==> src/rtl/io_bus_cycle_master.sv <==
// Queued host commands become PCjr-style IO/memory bus cycles paced by CPU clock strobes.
// One pop clock before the strobe asserts; cmd_ready drops when the FIFO is full, READY=0 stretches a cycle.
module io_bus_cycle_master #(
   parameter int ADDR_WIDTH  = 20,
   parameter int DATA_WIDTH  = 8,
   parameter int FIFO_DEPTH  = 4,
   parameter int WAIT_STATES = 0
) (
   input  logic                  clock,
   input  logic                  reset,
   input  logic                  cpu_clock_posedge,
   input  logic                  cpu_clock_negedge,
   input  logic                  cmd_valid,
   output logic                  cmd_ready,
   input  logic                  cmd_write,
   input  logic                  cmd_io,
   input  logic [ADDR_WIDTH-1:0] cmd_address,
   input  logic [DATA_WIDTH-1:0] cmd_data,
   output logic                  rsp_valid,
   output logic                  rsp_write,
   output logic [DATA_WIDTH-1:0] rsp_data,
   output logic                  busy,
   input  logic                  READY,
   input  logic [DATA_WIDTH-1:0] DATA_IN,
   output logic [ADDR_WIDTH-1:0] ADDRESS,
   output logic [DATA_WIDTH-1:0] DATA_OUT,
   output logic                  X_IO_OR_M,
   output logic                  R_OR_DT,
   output logic                  IOR_N,
   output logic                  IOW_N,
   output logic                  MEMR_N,
   output logic                  MEMW_N,
   output logic                  IO_E
);

   localparam int PW      = $clog2(FIFO_DEPTH);
   localparam int CW      = PW + 1;
   localparam int NEG_END = 2 + WAIT_STATES;
   localparam int NW      = $clog2(NEG_END + 1);

   typedef struct packed {
      logic                  write;
      logic                  io;
      logic [ADDR_WIDTH-1:0] addr;
      logic [DATA_WIDTH-1:0] data;
   } cmd_t;

   typedef enum logic [1:0] {S_IDLE, S_ACTIVE, S_RECOVER} state_t;

   cmd_t            fifo_q [FIFO_DEPTH];
   logic [PW-1:0]   wr_ptr_q, rd_ptr_q;
   logic [CW-1:0]   count_q, count_d;
   state_t          state_q, state_d;
   logic            seen_pos_q, seen_pos_d;
   logic [NW-1:0]   neg_cnt_q, neg_cnt_d;
   logic            cur_write_q, cur_write_d;
   logic [ADDR_WIDTH-1:0] addr_q, addr_d;
   logic [DATA_WIDTH-1:0] dout_q, dout_d;
   logic            io_q, io_d, rdt_q, rdt_d, ioe_q, ioe_d;
   logic            ior_n_q, ior_n_d, iow_n_q, iow_n_d;
   logic            memr_n_q, memr_n_d, memw_n_q, memw_n_d;
   logic            rsp_valid_q, rsp_valid_d, rsp_write_q, rsp_write_d;
   logic [DATA_WIDTH-1:0] rsp_data_q, rsp_data_d;

   logic full, push, pop, pos_eff;
   cmd_t head, push_cmd;

   assign full      = (count_q == CW'(FIFO_DEPTH));
   assign cmd_ready = !reset && !full;
   assign push      = cmd_valid && cmd_ready;
   assign pop       = (state_q == S_IDLE) && (count_q != '0);
   assign head      = fifo_q[rd_ptr_q];
   assign push_cmd  = '{write: cmd_write, io: cmd_io, addr: cmd_address, data: cmd_data};
   // A posedge arriving with a negedge in the same clock counts as having come first.
   assign pos_eff   = seen_pos_q || cpu_clock_posedge;

   always_comb begin
      count_d = count_q;
      case ({push, pop})
         2'b10:   count_d = count_q + CW'(1);
         2'b01:   count_d = count_q - CW'(1);
         default: count_d = count_q;
      endcase
   end

   always_comb begin
      state_d     = state_q;
      seen_pos_d  = seen_pos_q;
      neg_cnt_d   = neg_cnt_q;
      cur_write_d = cur_write_q;
      addr_d      = addr_q;
      dout_d      = dout_q;
      io_d        = io_q;
      rdt_d       = rdt_q;
      ioe_d       = ioe_q;
      ior_n_d     = ior_n_q;
      iow_n_d     = iow_n_q;
      memr_n_d    = memr_n_q;
      memw_n_d    = memw_n_q;
      rsp_valid_d = 1'b0;
      rsp_write_d = rsp_write_q;
      rsp_data_d  = rsp_data_q;
      case (state_q)
         S_IDLE: begin
            if (pop) begin
               state_d     = S_ACTIVE;
               seen_pos_d  = 1'b0;
               neg_cnt_d   = '0;
               cur_write_d = head.write;
               addr_d      = head.addr;
               dout_d      = head.write ? head.data : '0;
               io_d        = head.io;
               rdt_d       = !head.write;
               ioe_d       = 1'b1;
               ior_n_d     = !( head.io && !head.write);
               iow_n_d     = !( head.io &&  head.write);
               memr_n_d    = !(!head.io && !head.write);
               memw_n_d    = !(!head.io &&  head.write);
            end
         end
         S_ACTIVE: begin
            if (cpu_clock_posedge) seen_pos_d = 1'b1;
            if (cpu_clock_negedge && pos_eff) begin
               if (neg_cnt_q != NW'(NEG_END)) neg_cnt_d = neg_cnt_q + NW'(1);
               if ((neg_cnt_q >= NW'(NEG_END - 1)) && READY) begin
                  state_d     = S_RECOVER;
                  addr_d      = '0;
                  dout_d      = '0;
                  io_d        = 1'b0;
                  rdt_d       = 1'b1;
                  ioe_d       = 1'b0;
                  ior_n_d     = 1'b1;
                  iow_n_d     = 1'b1;
                  memr_n_d    = 1'b1;
                  memw_n_d    = 1'b1;
                  rsp_valid_d = 1'b1;
                  rsp_write_d = cur_write_q;
                  if (!cur_write_q) rsp_data_d = DATA_IN;
               end
            end
         end
         S_RECOVER: state_d = S_IDLE;
         default:   state_d = S_IDLE;
      endcase
   end

   always_ff @(posedge clock) begin
      if (push) fifo_q[wr_ptr_q] <= push_cmd;
   end

   always_ff @(posedge clock) begin
      if (reset) begin
         wr_ptr_q    <= '0;
         rd_ptr_q    <= '0;
         count_q     <= '0;
         state_q     <= S_IDLE;
         seen_pos_q  <= 1'b0;
         neg_cnt_q   <= '0;
         cur_write_q <= 1'b0;
         addr_q      <= '0;
         dout_q      <= '0;
         io_q        <= 1'b0;
         rdt_q       <= 1'b1;
         ioe_q       <= 1'b0;
         ior_n_q     <= 1'b1;
         iow_n_q     <= 1'b1;
         memr_n_q    <= 1'b1;
         memw_n_q    <= 1'b1;
         rsp_valid_q <= 1'b0;
         rsp_write_q <= 1'b0;
         rsp_data_q  <= '0;
      end else begin
         if (push) wr_ptr_q <= wr_ptr_q + PW'(1);
         if (pop)  rd_ptr_q <= rd_ptr_q + PW'(1);
         count_q     <= count_d;
         state_q     <= state_d;
         seen_pos_q  <= seen_pos_d;
         neg_cnt_q   <= neg_cnt_d;
         cur_write_q <= cur_write_d;
         addr_q      <= addr_d;
         dout_q      <= dout_d;
         io_q        <= io_d;
         rdt_q       <= rdt_d;
         ioe_q       <= ioe_d;
         ior_n_q     <= ior_n_d;
         iow_n_q     <= iow_n_d;
         memr_n_q    <= memr_n_d;
         memw_n_q    <= memw_n_d;
         rsp_valid_q <= rsp_valid_d;
         rsp_write_q <= rsp_write_d;
         rsp_data_q  <= rsp_data_d;
      end
   end

   assign busy      = (count_q != '0) || (state_q == S_ACTIVE);
   assign rsp_valid = rsp_valid_q;
   assign rsp_write = rsp_write_q;
   assign rsp_data  = rsp_data_q;
   assign ADDRESS   = addr_q;
   assign DATA_OUT  = dout_q;
   assign X_IO_OR_M = io_q;
   assign R_OR_DT   = rdt_q;
   assign IOR_N     = ior_n_q;
   assign IOW_N     = iow_n_q;
   assign MEMR_N    = memr_n_q;
   assign MEMW_N    = memw_n_q;
   assign IO_E      = ioe_q;

endmodule

==> config.mk <==
export PLATFORM = sky130hd
export DESIGN_NAME = io_bus_cycle_master
export DESIGN_NICKNAME = d
export VERILOG_FILES = /design/src/rtl/io_bus_cycle_master.sv
export SDC_FILE = /design/constraint.sdc
export NUM_CORES = 1
export LEC_CHECK = 0
export CORE_MARGIN = 1.5
export CORE_UTILIZATION = 49
export CTS_CLUSTER_DIAMETER = 120
export DETAILED_ROUTE_END_ITERATION = 8
export PLACE_DENSITY_LB_ADDON = 0.1
export SLEW_MARGIN = 20
export SYNTH_ARGS = -nofsm -noshare
export SYNTH_HDL_FRONTEND = slang
export SYNTH_SLANG_ARGS = --single-unit
==> constraint.sdc <==
create_clock -name clock -period 2.7 [get_ports clock]
set_input_delay 0.81 -clock clock [delete_from_list [all_inputs] [get_ports clock]]
set_output_delay 0.81 -clock clock [all_outputs]
set_load 0.02 [all_outputs]
==> results.toml, run 1 <==
[run_status]
status = "finished, final reports clean"

[sta]
setup-violations-final = 0
grt_setup_unrepaired = "no"
drv_slew = 0
setup_tns_ps = 0
period_share = 0.9378
hold_viol_final = 0
maxSlewHeadroom = 0.4723
fmax_mhz = 394.9
fin_worst_skew_ps = 5.692
layout_setup_ws_ps = 168.0
worst_slew_pin_slew_ps = 787.3
period_minus_slack_ps = 2532

[clock_network]
cts.clk_slew.worst_paths_ps = 60
cts_made_buffers = 17
htreeDepth = 4
clk_latency_ps = 420
clock_sinks = 180
hold_buffers = 0
cts_setup_buffers = 0
cts-root-buf = "clkbuf_16"
cts_tree = "yes"
cts_buffer_depth = 2
cts_resized = 0

[drt]
dr.pass1.iters = 4
wl_met2_um = 6024
vias = 3664
viasPerCell = 5.257
maxUsedRoutingLayer = "met4"
drt_wl_total_um = 12580
wire_per_inst_um = 18.05
wl_met1_um = 5732
drt_iter0_drc = 187
drc = 0
drt.antenna.violating_nets = 0
wl_met3_um = 653

[synth]
synth-edff-count = 120
yosysTopAreaCell = "edfxtp_1"
async_flop_share = 0
yosys_warnings = 0
synth_top_area_frac = 0.5430
synth.area.top_cells = "edfxtp_1 54%, dfxtp_1 18%, mux4_2 10%, nor2_1 2.7%, a22oi_1 2.5%"
syn_nets = 446
ys_ff_latch = 180
netlist_instances = 394
synth_ff_type = "edfxtp_1"
synth_cell_types = 42
syn_area_um2 = 6636
synth-seq-area-share = 0.7240
syn-mean-instance-area_um2 = 16.84

[power_and_ir_drop]
power_leakage_nw = 2.863
power_density_nw_per_um2 = 954.0
vdd_drop_max_v = 0.0005568
power_mw = 8.087

[grt]
grt_overflow = 0
track_usage = 0.1890
antenna_found_initial = 0
grt_pass1_vias = 3740
grt_pass1_wl_um = 19890
grt_max_degree = 55

[placement]
place.gp.congestion = 0.6982
port-buffer-count = 90
dp_hpwl_um = 8087
pre_cts_ws_ps = -61.58
placed_area_um2 = 7929

[worst_hold_path]
whs_path_depth = 1
hold_end = "DATA_OUT[3]"
hold_path_class = "register to register"
min_from = "DATA_OUT[3]"

[final_layout]
design_area_um2 = 8477
mostFrequentLayoutCell = "edfxtp_1"
layout-drive-gt1-share = 0.1823
mostFrequentLayoutCells = "120 x edfxtp_1, 89 x clkdlybuf4s50_1, 58 x dfxtp_1"
area_growth_pct = 27.73
finish.net_count = 560
antenna_cells = 0

[setup_path]
critPathMaxFanout = 4
required_ps = 1890
r2r.worst_path.cells = 9
r2r-end = "count_q[2]"
critPathArrivalTime_ps = 1720
cp-start-kind = "register"
worstReg2RegStart = "state_q[0]"
r2r_setup_slack_ps = 510
end_kind = "primary output"
criticalPathCategory = "register to primary output"

[die]
core_area_um2 = 13240
num_rows = 42
dieArea_um2 = 14250
die_h_um = 119.4
initial_core_util = 0.5011
fp.dieW_um = 119.4
num_io_pins = 91

[job]
max_cap_viol_count = 0
[synthesized netlist by cell type (3+ instances only)]
| master | number |
|---|---|
| buf_2 | 7 |
| a21oi_1 | 8 |
| mux4_2 | 30 |
| nand2_1 | 8 |
| dfxtp_1 | 60 |
| or3_1 | 3 |
| mux2i_1 | 9 |
| and2_1 | 4 |
| edfxtp_1 | 120 |
| inv_1 | 17 |
| a22oi_1 | 22 |
| ha_1 | 7 |
| nor2_1 | 47 |
| clkbuf_1 | 7 |
| o2bb2ai_1 | 7 |
| nand2b_1 | 3 |
| xor2_1 | 3 |
[worst max-delay path: stages, from the launching register on]
cell and delay [ps]:
dfxtp_1 420, nand2b_1 170, nand2_1 120, clkdlybuf4s50_1 600
[metrics by stage]
step | utilization | instances | hold slack [ps]
4_1_cts | 0.6401 | 697 | 466.0
5_1_grt | 0.6401 | 697 | 484.8
3_3_place_gp | 0.5987 | 665 | 443.6
3_5_place_dp | 0.5987 | 665 | 451.9
2_1_floorplan | - | 394 | 460.1
6_report | 0.6401 | 697 | 464.7
[worst max-delay path by stage]
stage                    start    endpoint  slack, ps  cells after the start
floorplan                reset  count_q[2]        110                      9
global placement     cmd_valid  count_q[2]         60                     10
detailed placement   cmd_valid  count_q[2]        -60                     10
CTS                 state_q[0]        busy        150                      3
global route        state_q[0]        busy        120                      3
finish              state_q[0]        busy        170                      3
[registers in the layout, summed over array words and instances (netlist names), named ones only]
register,flops
wr_ptr_q,2
rsp_write,1
DATA_OUT,8
MEMR_N,1
neg_cnt_q,2
IOR_N,1
IOW_N,1
rsp_valid,1
rd_ptr_q,2
fifo_q,120
state_q,2
X_IO_OR_M,1
seen_pos_q,1
MEMW_N,1
ADDRESS,20
IO_E,1
rsp_data,8
R_OR_DT,1
count_q,3
cur_write_q,1
[kinds of logic (layout without fill, tap and decap cells)]
kind of cell / count (synthesis) / in the layout / synth area share
mux: 39 / 39 / 0.1154
xor+xnor: 5 / 5 / 0.006600
flops: 180 / 180 / 0.7240
fa+ha+maj: 8 / 8 / 0.01621
compound gates: 49 / 49 / 0.05675
simple gates: 77 / 77 / 0.05713
buf+inv: 36 / 163 / 0.02394
[layout make-up]
type	count	area [um2]
flip-flops and latches	180	4807
fillers	975	4766
multi-input cells	178	1678
repair buffers	113	1156
clock buffers	18	429.2
well taps	176	220.2
clock inverters	14	118.9
inverters	18	67.56
[power by group]
| part | switching, mW | total (mW) | internal, mW |
|---|---|---|---|
| logic | 1.21 | 2.34 | 1.13 |
| clock network | 0.956 | 2.29 | 1.34 |
| registers | 0.211 | 3.46 | 3.25 |
[metal layers]
metal  vias to the layer above  GRT usage
met5                         -          0
met4                         0    0.06696
met3                        17    0.04933
met2                        90     0.3006
met1                      1828     0.2541
li1                       1729          -
Power figures use the tool's default switching activity.
==> run 2, diff against run 1 <==
CORE_MARGIN = default   (was 1.5)
SKIP_CTS_REPAIR_TIMING = 1   (was default)
==> results.toml, run 2 (synthesized netlist as in run 1, its figures left out) <==
[final_layout]
fillers = 987
finish.net_count = 557
mostFrequentLayoutCells = "120 x edfxtp_1, 89 x clkdlybuf4s50_1, 58 x dfxtp_1"
antenna_cells = 0
utilization = 0.6403
mostFrequentLayoutCell = "edfxtp_1"
stdcell_count = 694
area_growth_pct = 27.77
design_area_um2 = 8479
regMostFlops = "fifo_q"
layout-drive-gt1-share = 0.1776
largest_reg_flops = 120

[drt]
dr.pass1.iters = 6
drt_iter0_drc = 188
vias = 3685
viasPerCell = 5.310
drt.antenna.violating_nets = 0
wire_per_inst_um = 18.00
drt_wl_total_um = 12490
drc = 0

[clock_network]
htreeDepth = 4
clock_sinks = 180
cts_buffer_depth = 2
cts.clk_slew.worst_paths_ps = 60
cts_tree = "yes"
clk_latency_ps = 420
cts_made_buffers = 17
cts-root-buf = "clkbuf_16"

[grt]
track_usage = 0.1939
antenna_found_initial = 0
grt_pass1_vias = 3786
grt_pass1_wl_um = 20020
grt_overflow = 0
grt_max_degree = 55

[sta]
period_share = 0.9219
fmax_mhz = 401.8
period_minus_slack_ps = 2489
worst_slew_pin_slew_ps = 621.9
fin_worst_skew_ps = 6.225
setup_tns_ps = 0
hold_viol_final = 0
maxSlewHeadroom = 0.5854
drv_slew = 0
setup-violations-final = 0
grt_setup_unrepaired = "no"

[die]
num_io_pins = 91
core_area_um2 = 13240
fp.dieW_um = 118.4
initial_core_util = 0.5011
die_h_um = 118.4
num_rows = 42
dieArea_um2 = 14010

[setup_path]
required_ps = 1890
end_kind = "primary output"
criticalPathCategory = "register to primary output"
cp-start-kind = "register"
critPathArrivalTime_ps = 1680
critPathMaxFanout = 4

[power_and_ir_drop]
power_leakage_nw = 2.853
power_density_nw_per_um2 = 954.5
vdd_drop_max_v = 0.0006512
power_mw = 8.094

[placement]
dp_cells = 662
port-buffer-count = 90
place.gp.congestion = 0.7138
dp_hpwl_um = 7779
placed_area_um2 = 7919

[worst_hold_path]
hold_path_class = "register to register"

[job]
max_cap_viol_count = 0

[run_status]
status = "finished, final reports clean"
[run 2: final timing paths]
path               start     endpoint  slack [ps]  cells after the start
max           state_q[0]         busy         210                      3
max reg2reg   state_q[0]   count_q[2]         520                      9
min reg2reg  DATA_OUT[5]  DATA_OUT[5]         460                      1
min          DATA_OUT[5]  DATA_OUT[5]         460                      1
[run 2: through the flow]
step	worst slack, ps	hold slack (ps)
6_report	211.0	462.1
3_5_place_dp	-53.87	451.9
3_3_place_gp	22.52	443.8
5_1_grt	116.4	483.8
2_1_floorplan	105.5	460.1
4_1_cts	177.3	465.8
[run 2: where the power goes]
part / internal, mW / switching (mW) / leakage, nW
clock network: 1.37 / 0.943 / 0.269
registers: 3.25 / 0.233 / 1.58
logic: 1.10 / 1.20 / 1.00
total: 5.72 / 2.38 / 2.85
[run 2: cell type report]
type	instances	area, um2	area share
timing repair buffer	110	1146	0.1352
clock inverter	11	110.1	0.01299
tap	176	220.2	0.02597
sequential	180	4807	0.5669
clock buffer	21	450.4	0.05312
multi-input combinational	178	1678	0.1979
inverter	18	67.56	0.007968
[run 2: metal layers]
metal / share of wire / global-route usage
met1: 0.46 / 0.2578
met2: 0.48 / 0.3077
met3: 0.047 / 0.04923
met4: 0.014 / 0.07595
met5: 0 / 0
[run 2: critical path, stage by stage, from the launching register on]
cell and delay [ps]:
dfxtp_1 420, nand2b_1 150, nand2_1 100, clkdlybuf4s50_1 600
==> run 3, diff against run 2 <==
CORE_UTILIZATION = 50   (was 49)
clock period = 2.72 ns   (was 2.7 ns; I/O delays follow)
==> results.toml, run 3 (synthesized netlist as in run 1, its figures left out) <==
[final_layout]
mostFrequentLayoutCells = "120 x edfxtp_1, 89 x clkdlybuf4s50_1, 58 x dfxtp_1"
mostFrequentLayoutCell = "edfxtp_1"
area_growth_pct = 27.22
utilization = 0.6610
layout-drive-gt1-share = 0.1818
largest_reg_flops = 120
design_area_um2 = 8443
finish.net_count = 556
regMostFlops = "fifo_q"
antenna_cells = 0

[setup_path]
cp-start-kind = "register"
critPathArrivalTime_ps = 1680
end_kind = "primary output"
cp_top_family = "buffers and inverters"
required_ps = 1900
worstReg2RegStart = "state_q[0]"
r2r.worst_path.cells = 9
critPathMaxFanout = 5
criticalPathCategory = "register to primary output"
r2r-end = "count_q[2]"
cp_slowest_cell = "clkdlybuf4s50_1"
crit_buf_inv = 1
r2r_setup_slack_ps = 480
crit_chain = "nor2_1 > a21oi_1 > clkdlybuf4s50_1"
max_stage_delay_ps = 610

[power_and_ir_drop]
power_density_nw_per_um2 = 958.1
vdd_drop_max_v = 0.0005159
power_leakage_nw = 2.848

[grt]
grt_max_degree = 55
grt_pass1_wl_um = 19350
grt_overflow = 0
antenna_found_initial = 0
track_usage = 0.1994
grt_pass1_vias = 3755

[die]
num_io_pins = 91
dieArea_um2 = 13740
fp.dieW_um = 117.2
core_area_um2 = 12770
initial_core_util = 0.5195
die_h_um = 117.2
num_rows = 41

[drt]
drc = 0
drt_wl_total_um = 12520
viasPerCell = 5.363
vias = 3695
wire_per_inst_um = 18.17
dr.pass1.iters = 4
drt_iter0_drc = 204
drt.antenna.violating_nets = 0

[clock_network]
clk_latency_ps = 420
cts-root-buf = "clkbuf_16"
clock_sinks = 180
cts_buffer_depth = 2
htreeDepth = 4
cts_made_buffers = 17
cts.clk_slew.worst_paths_ps = 60
cts_tree = "yes"

[placement]
place.gp.congestion = 0.7261
placed_area_um2 = 7856
dp_hpwl_um = 7914
port-buffer-count = 90

[worst_hold_path]
hold_end = "DATA_OUT[3]"
whs_path_depth = 1
hold_path_class = "register to register"
min_from = "DATA_OUT[3]"

[job]
max_cap_viol_count = 0

[sta]
period_minus_slack_ps = 2499
fmax_mhz = 400.2
worst_slew_pin_slew_ps = 800.1
setup-violations-final = 0
grt_setup_unrepaired = "no"
maxSlewHeadroom = 0.4637
hold_viol_final = 0
drv_slew = 0
fin_worst_skew_ps = 6.661
period_share = 0.9188

[run_status]
status = "finished, final reports clean"
## run 3: cell count changes in the layout (fill, tap and decap cells not counted), sizes merged
cell,before,now
clkbuf,21,17
bufinv,2,3
buf,21,20
clkinvlp,2,3
inv,18,20
## run 3: power by group
group | internal, mW | switching [mW]
combinational | 1.07 | 1.17
clock | 1.43 | 0.966
sequential | 3.22 | 0.222
## run 3: worst reg2reg max path: stages, from the launching register on
cell	delay (ps)
dfxtp_1	360
nor2_1	370
nand2_4	120
inv_2	80
ha_1	170
inv_1	60
fa_1	380
xor2_1	160
or3_1	310
a21oi_1	160
## run 3: how the worst max path moves through the flow
| stage | start | endpoint | slack, ps | cells after the start |
|---|---|---|---|---|
| floorplan | reset | count_q[2] | 120 | 9 |
| global placement | cmd_valid | count_q[2] | 50 | 10 |
| detailed placement | cmd_valid | count_q[2] | -70 | 10 |
| CTS | state_q[0] | busy | 190 | 3 |
| global route | count_q[0] | cmd_ready | 140 | 3 |
| finish | count_q[0] | cmd_ready | 220 | 3 |
## run 3: through the flow
stage          std cells  hold WS [ps]  TNS [ps]  total power [mW]  setup WS (ps)
2_1_floorplan        394         460.1         0             4.927          119.5
3_3_place_gp         657         443.7         0             5.727          48.00
3_5_place_dp         657         447.5    -66.79             5.776         -66.79
4_1_cts              689         466.5         0             8.196          191.6
5_1_grt              689         487.1         0             8.515          137.3
6_report             689         462.0         0             8.089          221.0
## run 3: cell type report
type / count / area, um2
flip-flops and latches: 180 / 4807
clock buffers: 17 / 425.4
fillers: 893 / 4330
well taps: 172 / 215.2
clock inverters: 15 / 161.4
multi-input cells: 178 / 1678
repair buffers: 109 / 1089
inverters: 18 / 67.56
## run 3: routing by layer
metal  vias up  part of all wire  track usage
met4         0             0.012      0.08101
met1      1847              0.41       0.2401
li1       1716                 -            -
met3        13             0.065      0.05716
met2       119              0.51       0.3384
met5         -                 0            0
